$ cat src/rtl/ccff_chain_loader.sv
// Configuration-chain loader: takes 32-bit words over valid/ready, shifts them
// bit-serially into ccff_head with a registered prog_clk gate enable, and keeps
// CRC-16-CCITT signatures of the bits going in and the bits returning at ccff_tail.
module ccff_chain_loader #(
  parameter int CHAIN_LEN = 4000,
  parameter int CNT_W     = 16
) (
  input  logic        prog_clk,
  input  logic        prog_reset,
  input  logic        start,
  input  logic        abort,
  input  logic [0:31] s_data,
  input  logic        s_valid,
  output logic        s_ready,
  output logic        ccff_head,
  output logic        cfg_clk_en,
  input  logic        ccff_tail,
  output logic        busy,
  output logic        done,
  output logic [0:15] crc_in,
  output logic [0:15] crc_out
);

  typedef enum logic [1:0] {IDLE, LOAD, FIN} state_t;

  state_t           state_q, state_d;
  logic [CNT_W-1:0] cnt_q, cnt_d;
  logic [5:0]       sr_cnt_q, sr_cnt_d;
  logic             hold_full_q, hold_full_d;
  logic [0:31]      sr_q, sr_d;
  logic [0:31]      hold_q, hold_d;
  logic [15:0]      crc_in_q, crc_in_d;
  logic [15:0]      crc_out_q, crc_out_d;
  logic             s_ready_d, head_d, en_d, busy_d, done_d;
  logic             fire, accept, sr_drain, last_bit;
  logic [CNT_W:0]   remaining;

  // One serial CRC-16-CCITT step (poly 0x1021, MSB-first, no reflection).
  function automatic logic [15:0] crc16_step(input logic [15:0] crc, input logic bit_in);
    logic fb;
    fb = crc[15] ^ bit_in;
    return {crc[14:0], 1'b0} ^ (fb ? 16'h1021 : 16'h0000);
  endfunction

  // Next-state, buffer management and registered-output precomputation.
  always_comb begin
    state_d     = state_q;
    cnt_d       = cnt_q;
    sr_cnt_d    = sr_cnt_q;
    hold_full_d = hold_full_q;
    sr_d        = sr_q;
    hold_d      = hold_q;
    crc_in_d    = crc_in_q;
    crc_out_d   = crc_out_q;

    // fire matches the cfg_clk_en register: the fabric shifts on this edge.
    fire     = (state_q == LOAD) && (sr_cnt_q != 6'd0);
    accept   = s_ready && s_valid;
    last_bit = fire && (cnt_q == CNT_W'(CHAIN_LEN - 1));
    // Shift register is free for a new word after this edge.
    sr_drain = (sr_cnt_q == 6'd0) || (fire && (sr_cnt_q == 6'd1));

    case (state_q)
      IDLE: begin
        if (start) begin
          state_d     = LOAD;
          cnt_d       = '0;
          sr_cnt_d    = 6'd0;
          hold_full_d = 1'b0;
          crc_in_d    = 16'hFFFF;
          crc_out_d   = 16'hFFFF;
        end
      end
      LOAD: begin
        if (fire) begin
          cnt_d     = cnt_q + 1'b1;
          sr_d      = {sr_q[1:31], 1'b0};
          sr_cnt_d  = sr_cnt_q - 6'd1;
          crc_in_d  = crc16_step(crc_in_q, sr_q[0]);
          crc_out_d = crc16_step(crc_out_q, ccff_tail);
        end
        // Holding word takes priority; with an empty holder a fresh word
        // bypasses straight into the shift register so output stays gapless.
        if (sr_drain) begin
          if (hold_full_q) begin
            sr_d        = hold_q;
            sr_cnt_d    = 6'd32;
            hold_full_d = 1'b0;
          end else if (accept) begin
            sr_d     = s_data;
            sr_cnt_d = 6'd32;
          end
        end else if (accept) begin
          hold_d      = s_data;
          hold_full_d = 1'b1;
        end
        // Abort wins over completion; leftover bits of the final word are dropped.
        if (abort) begin
          state_d     = IDLE;
          sr_cnt_d    = 6'd0;
          hold_full_d = 1'b0;
        end else if (last_bit) begin
          state_d     = FIN;
          sr_cnt_d    = 6'd0;
          hold_full_d = 1'b0;
        end
      end
      FIN:     state_d = IDLE;
      default: state_d = IDLE;
    endcase

    // Accept another word only while buffered bits fall short of what remains.
    remaining = (CNT_W+1)'(CHAIN_LEN) - (CNT_W+1)'(cnt_d);
    s_ready_d = (state_d == LOAD) && !hold_full_d && ((CNT_W+1)'(sr_cnt_d) < remaining);
    en_d      = (state_d == LOAD) && (sr_cnt_d != 6'd0);
    head_d    = en_d & sr_d[0];
    busy_d    = (state_d != IDLE);
    done_d    = (state_d == FIN);
  end

  // Control state and all outputs, asynchronously reset.
  always_ff @(posedge prog_clk or posedge prog_reset) begin
    if (prog_reset) begin
      state_q     <= IDLE;
      cnt_q       <= '0;
      sr_cnt_q    <= 6'd0;
      hold_full_q <= 1'b0;
      crc_in_q    <= 16'hFFFF;
      crc_out_q   <= 16'hFFFF;
      s_ready     <= 1'b0;
      ccff_head   <= 1'b0;
      cfg_clk_en  <= 1'b0;
      busy        <= 1'b0;
      done        <= 1'b0;
    end else begin
      state_q     <= state_d;
      cnt_q       <= cnt_d;
      sr_cnt_q    <= sr_cnt_d;
      hold_full_q <= hold_full_d;
      crc_in_q    <= crc_in_d;
      crc_out_q   <= crc_out_d;
      s_ready     <= s_ready_d;
      ccff_head   <= head_d;
      cfg_clk_en  <= en_d;
      busy        <= busy_d;
      done        <= done_d;
    end
  end

  // Word buffers are pure data; their occupancy flags carry validity.
  always_ff @(posedge prog_clk) begin
    sr_q   <= sr_d;
    hold_q <= hold_d;
  end

  assign crc_in  = crc_in_q;
  assign crc_out = crc_out_q;

endmodule

$ cat config.mk
export PLATFORM = sky130hd
export DESIGN_NAME = ccff_chain_loader
export DESIGN_NICKNAME = d
export VERILOG_FILES = /design/src/rtl/ccff_chain_loader.sv
export SDC_FILE = /design/constraint.sdc
export NUM_CORES = 1
export LEC_CHECK = 0
export ABC_CLOCK_PERIOD_IN_PS = 5400
export CAP_MARGIN = 25
export CORE_ASPECT_RATIO = 0.5
export CORE_MARGIN = 1.5
export CORE_UTILIZATION = 56
export CTS_CLUSTER_SIZE = 20
export DETAILED_ROUTE_END_ITERATION = 8
export PLACE_DENSITY = 0.87
export RECOVER_POWER = 25
export SKIP_LAST_GASP = 1
export SYNTH_ARGS = -nofsm -noshare
export SYNTH_HDL_FRONTEND = slang
export SYNTH_SLANG_ARGS = --single-unit
$ cat constraint.sdc
create_clock -name prog_clk -period 5.4 [get_ports prog_clk]
set_input_delay 0.81 -clock prog_clk [delete_from_list [all_inputs] [get_ports prog_clk]]
set_output_delay 0.81 -clock prog_clk [all_outputs]
set_load 0.005 [all_outputs]
==> results.md, run 1 <==
- FP Rows: 26
- Crit path DAT: between 4 and 5 ns
- Buf+Inv Stages, Crit Path: 4
- YS warnings: 0
- Status: complete, but fails checks
- Worst-path fanout max: 44
- Post-synthesis sequential area ratio: 57.0%
- Netlist cell types: 63
- Dpl hpwl: 8.87 mm
- Pin count of the biggest net entering global routing: 65
- Tightest Pin Transition: roughly 3.3 ns
- Crit path cell chain: nand2b_1 -> clkinv_1 -> buf_4 -> a21oi_1 -> nor4_2 -> buf_4 -> nor3b_1 -> o21ai_0 -> o41a_1 -> inv_1 -> ha_1 -> nor2b_1 -> o21ai_0 -> nand2b_1 -> a21oi_1 -> a211o_1 -> o31a_1
- Hold Fails Final Rpt: 0
- Ys async rst share: between 40% and 50%
- Slowest cell on the critical path: buf_4
- # IOs: 75
- Routed wire length: 14.2 mm
- Most common cell after layout, fill and taps aside: nor2_1
- Crit path kind: register to register
- Layout cells sized above 1: 14.0%
- Count of state elements after synthesis: 126
- Static Leak: around 3.0 nW
- Failing checks: capacitance limit, slew limit
- Post-CTS setup buffer count: 0
- Max-cap violations: 1
- Post-synth net total: 606
- Fill count: 660
- Clk_skew: between 0.008 and 0.009 ns
- Post-DRT Antenna Nets: 0
- Hold WC Path Type: register to register
- Total global routing overflow: 0
- First-pass GRT wire length: 23.7 mm
- CTS root buffer: clkbuf_16
- CP Launch Type: register
- Fmax: 0.249 GHz
- 1st-iter DRT viols: 372
- Clk sinks: 126
- Avg Cell Area, Syn: 11.0 µm²
- Ant diodes: 0
- CTS tree: yes
- DRC viols: 0
- Initial antenna violation count: 0
- Die Width: 151 µm
- Peak VDD IR: about 270 µV
- Total die area: 0.0117 mm²
- Via-to-Cell Ratio: between 6 and 7
- Clock buffer depth: 2
- Crit-path max cell delay: 0.49 ns
- Setup Total Neg Slack: 0 ns
- Gate Count Post-Synth: between 500 and 600
- Part of the cycle the worst path needs: 74.4%
- Vias in the first global route: 4822
- Worst setup EP type: register
- Relative slew slack: -121%
- Final setup fails: 0
- Hold-fix buffers, CTS: 0
- Layout area overhead: 24.8%
- Min cycle time layout: 4.02 ns
- Cts bufs inserted: 17
- I/O Buffers: 74
- TritonRoute pass-1 iters: 4
- Nets: 675
- Die H: 77.1 µm
- CP Data Required Time: between 5 and 6 ns
- Initial Utilization: 58.9%
- PwrDens: 528 mW/mm²
- Post-synth EDFFs: 63
- Post-synth top flop: edfxtp_1
- CTS clk-pin slew, worst paths: roughly 0.06 ns
- GRT Total Usage: 26.2%
- RSZ-0062 raised after global routing: no
- Max-slew violations: between 60 and 70
- Via count: approximately 4800
- Post-Syn Area: a little over 0.006 mm²
- Core region area: around 0.010 mm²
- # H-tree levels: 4
- Latest clock arrival within the worst-skew pair: between 0.4 and 0.5 ns
- Wire length per cell: 18.2 µm
- GPL Wtd Cong: 0.857
- Commonest cells after routing, fill and taps aside: 79 x nor2_1, 63 x edfxtp_1, 41 x a21oi_1, 41 x clkdlybuf4s50_1, 37 x mux2i_1
- Fin area: 0.00767 mm²
- Post-Place Cell Area: 0.00705 mm²
- Delay-heaviest family, CP: compound AO/OA/AOI/OAI gates
- Post_cts resized: 0
[routing by layer]
layer	up-vias	global-route usage, %	share of wire, %
li1	2243	-	-
met1	2381	34.4	43
met2	168	41.0	48
met3	33	7.44	6.2
met4	0	11.0	2.3
met5	-	0	0
[kinds of logic (layout without fill, tap and decap cells)]
logic type      count (synthesis)  after routing  share of synthesized area, %
flops                         126            126                          57.0
simple gates                  171            171                          13.2
mux                            38             38                          6.21
fa+ha+maj                       9              9                          1.83
compound gates                153            153                          16.8
xor+xnor                       12             12                          1.71
buf+inv                        50            132                          3.20
[worst register-to-register path, cell delays in order (launching register included)]
cell and delay [ns]:
dfrtp_1 0.42, nand2b_1 0.18, clkinv_1 0.06, buf_4 0.49, a21oi_1 0.23, nor4_2 0.30, buf_4 0.42, nor3b_1 0.09
o21ai_0 0.22, o41a_1 0.22, inv_1 0.08, ha_1 0.30, nor2b_1 0.13, o21ai_0 0.08, nand2b_1 0.08, a21oi_1 0.06
a211o_1 0.25, o31a_1 0.27
[path summary, 6_finish.rpt]
check / startpoint / end / slack, ns / cells past startpoint
setup / recovery: state_q[1] / s_ready / 1.38 / 17
hold reg to reg: crc_out[12] / crc_out[12] / 0.51 / 2
hold / removal: crc_out[12] / crc_out[12] / 0.51 / 2
setup reg to reg: state_q[1] / s_ready / 1.38 / 17
max in group asynchronous: prog_reset / sr_cnt_q[2] / 1.44 / 3
min in group asynchronous: prog_reset / cnt_q[13] / 2.12 / 3
[where the power goes]
group          switching (mW)  internal, mW  leakage (nW)
clock                   0.434         0.732         0.306
sequential              0.169          1.35          1.34
combinational           0.787         0.584          1.37
[stage by stage]
| step | total power [mW] | utilization, % | cells | worst slack (ns) | hold slack [ns] |
|---|---|---|---|---|---|
| floorplan | 2.40 | - | 559 | 0.999 | 0.463 |
| global placement | 2.76 | 67.1 | 745 | 1.43 | 0.481 |
| detailed placement | 2.86 | 67.5 | 748 | 1.31 | 0.499 |
| CTS | 4.04 | 73.3 | 780 | 1.42 | 0.507 |
| global route | 4.28 | 73.4 | 781 | 0.752 | 0.535 |
| finish | 4.05 | 73.4 | 781 | 1.38 | 0.509 |
[area by class of cell]
cell class	count	area [µm²]	area share, %
sequential	126	3500	45.7
timing repair buffer	84	847	11.0
clock buffer	20	478	6.23
clock inverter	12	129	1.68
tap	140	175	2.28
multi-input combinational	383	2480	32.3
inverter	16	60.1	0.783
[sequential cells by signal (all words and copies together), names as in the netlist]
signal,count
done,1
hold_q,32
sr_q,32
s_ready,1
ccff_head,1
crc_in,16
hold_full_q,1
cnt_q,16
state_q,2
sr_cnt_q,6
crc_out,16
cfg_clk_en,1
busy,1
[Yosys cell counts (all sizes together) (8+ instances only)]
| library cell | instances | area share [%] |
|---|---|---|
| o22ai | 32 | 3.3 |
| nand2 | 28 | 1.7 |
| dfrtp | 30 | 12 |
| ha | 9 | 1.8 |
| o21ai | 8 | 0.71 |
| buf | 9 | 0.69 |
| a22oi | 31 | 3.8 |
| xnor2 | 8 | 1.1 |
| mux2i | 37 | 6.0 |
| edfxtp | 63 | 31 |
| dfstp | 32 | 14 |
| a21oi | 41 | 3.3 |
| clkbuf | 25 | 1.5 |
| nor2 | 82 | 5.2 |
| nor3 | 15 | 1.3 |
| inv | 16 | 0.98 |
Note: power is estimated with default switching activity, not from simulation.
==> run 2, diff against run 1 <==
Settings changed: ABC_CLOCK_PERIOD_IN_PS 5400 to 4100.
Clock period 5.4 ns to 4.1 ns, I/O delays scaled along.
==> run 2 against run 1 <==
  * The flow now finishes without violations
  * Clock skew up 0.0045 ns
  * Sequential power is 32% higher
  * Clock power increased by 27%
  * Via count increased by 0.64%
  * Critical path depth did not move
  * Power rose by 31%
  * First-iteration DRC count increased by 18%
  * Clock-buffer cell count fell by 3
  * Sequential share of layout area about the same
  * Final cell count increased by 0.51%
  * Hold slack lost 0.0029 ns
  * Non-clock buffer count rose by 4
  * Highest routed layer unchanged
==> results.md, run 2 (synthesized netlist as in run 1, its figures left out) <==
- First-pass GRT wire length: around 24 mm
- Die H: around 77 µm
- Critical path launch point: sr_cnt_q[0]
- DRC viols: 0
- Most common cell after layout, fill and taps aside: nor2_1
- Relative slew slack: 3.87%
- Latest clock arrival within the worst-skew pair: 0.42 ns
- 1st-iter DRT viols: roughly 440
- Post-Place Cell Area: 0.00706 mm²
- Post-DRT Antenna Nets: 0
- Regs by FF count: hold_q x32, sr_q x32
- Hold-fix buffers, CTS: 0
- GRT Total Usage: 26.6%
- Total global routing overflow: 0
- Tightest Pin Transition: ~1.4 ns
- Clk pwr share: 28.2%
- CP Launch Type: register
- Worst-path fanout max: 7
- Part of the cycle the worst path needs: 91.0%
- Die Width: roughly 150 µm
- PwrDens: 690 mW/mm²
- I/O Buffers: 74
- Fin area: 0.00766 mm²
- Routed wire length: ~15 mm
- Crit path DAT: 4.03 ns
- Final setup fails: 0
- Worst setup EP type: register
- Hold wc startpoint: crc_in[10]
- Peak VDD IR: 382 µV
- Layout cells sized above 1: ~15%
- RSZ-0062 raised after global routing: no
- Setup Total Neg Slack: 0 ns
- Sequential Power Share: around 38%
- Vias in the first global route: 4669
- Status: complete, no violations
- Crit path kind: register to register
- Fmax: 0.268 GHz
- Min cycle time layout: roughly 3.7 ns
- Post_cts resized: 0
- Layout area overhead: 24.7%
- Wire length per cell: 18.5 µm
- # IOs: 75
- Cts bufs inserted: 17
- Post-CTS setup buffer count: 0
- Sw Ratio: 34.9%
- Initial antenna violation count: 0
- Clk sinks: around 130
- Core region area: approximately 0.010 mm²
- Clock buffer depth: 2
- Worst flop-to-flop path startpoint: sr_cnt_q[0]
- Hold Fails Final Rpt: 0
- FP Rows: 26
- Nets: 679
- # H-tree levels: 4
- Commonest cells after routing, fill and taps aside: 79 x nor2_1, 63 x edfxtp_1, 41 x a21oi_1, 41 x clkdlybuf4s50_1, 37 x mux2i_1
- Ant diodes: 0
- GPL Wtd Cong: 0.863
- Sw power: between 1.5 and 2 mW
- Fill count: 689
- CP Data Required Time: 4.40 ns
- CTS clk-pin slew, worst paths: roughly 0.060 ns
- Clk_skew: 0.0131 ns
- Internal power: 3.45 mW
- Via-to-Cell Ratio: 6.19
- Cell total after placement: 752
- Final std cells w/o fill: 785
- CTS root buffer: clkbuf_16
- Via count: 4856
- Max-slew violations: 0
- Static Leak: roughly 3 nW
- TritonRoute pass-1 iters: 5
- Gate power share: 34.0%
- Hold WC Path Type: register to register
- Total die area: 0.0117 mm²
- Initial Utilization: 58.9%
- Dpl hpwl: ~9.5 mm
- CTS tree: yes
- Max-cap violations: 0
- Pin count of the biggest net entering global routing: 65
## run 2: final cells by class
| cell class | count | area, µm² | area share (%) |
|---|---|---|---|
| sequential | 126 | 3500 | 45.7 |
| multi-input combinational | 383 | 2480 | 32.3 |
| timing repair buffer | 88 | 862 | 11.2 |
| clock buffer | 17 | 425 | 5.55 |
| tap | 140 | 175 | 2.29 |
| clock inverter | 15 | 161 | 2.11 |
| inverter | 16 | 60.1 | 0.784 |
## run 2: final timing paths
| path | to | slack [ns] | cells after the start |
|---|---|---|---|
| min in group asynchronous | cnt_q[7] | 1.07 | 2 |
| hold / removal | crc_in[10] | 0.51 | 2 |
| hold reg to reg | crc_in[10] | 0.51 | 2 |
| max in group asynchronous | sr_cnt_q[2] | 1.22 | 3 |
| setup reg to reg | s_ready | 0.37 | 17 |
| setup / recovery | s_ready | 0.37 | 17 |
## run 2: power by group through the flow
stage / clock [mW] / combinational, mW / sequential (mW)
3_5_place_dp: 0 / 1.76 / 2.00
2_1_floorplan: 0 / 1.22 / 1.95
3_3_place_gp: 0 / 1.67 / 1.98
5_1_grt: 1.57 / 1.98 / 2.03
6_report: 1.49 / 1.80 / 2.00
4_1_cts: 1.51 / 1.78 / 1.99
## run 2: through the flow
stage / worst slack (ns) / utilization, % / total power [mW] / hold slack (ns)
finish: 0.369 / 73.4 / 5.29 / 0.506
global placement: 0.387 / 67.5 / 3.66 / 0.481
floorplan: 0.155 / - / 3.17 / 0.463
detailed placement: 0.260 / 67.6 / 3.76 / 0.495
global route: 0.00734 / 73.4 / 5.58 / 0.525
CTS: 0.360 / 73.2 / 5.28 / 0.504
## run 2: critical path: stages, from the launching register on
cell and delay, ns:
dfrtp_1 0.42, inv_1 0.10, ha_1 0.25, nand2b_1 0.30, nor2_4 0.11, o311ai_1 0.58, inv_1 0.14, ha_1 0.24
inv_1 0.13, xnor2_1 0.10, ha_1 0.32, a21oi_1 0.06, nor2b_1 0.10, o21ai_0 0.10, nand2b_1 0.09, a21oi_1 0.07
a211o_1 0.25, o31a_1 0.27
## run 2: routing by layer
layer  vias up  global-route usage, %  wire, µm
met1      2407                   34.7      6220
li1       2243                      -         -
met5         -                      0         0
met2       172                   43.4      7180
met3        34                   6.37       882
met4         0                   9.61       281
==> run 3, diff against run 2 <==
Settings changed: CTS_CLUSTER_DIAMETER set to 50.
==> results of run 3 <==
Final layout, timing and power as in run 2 (identical DEF).
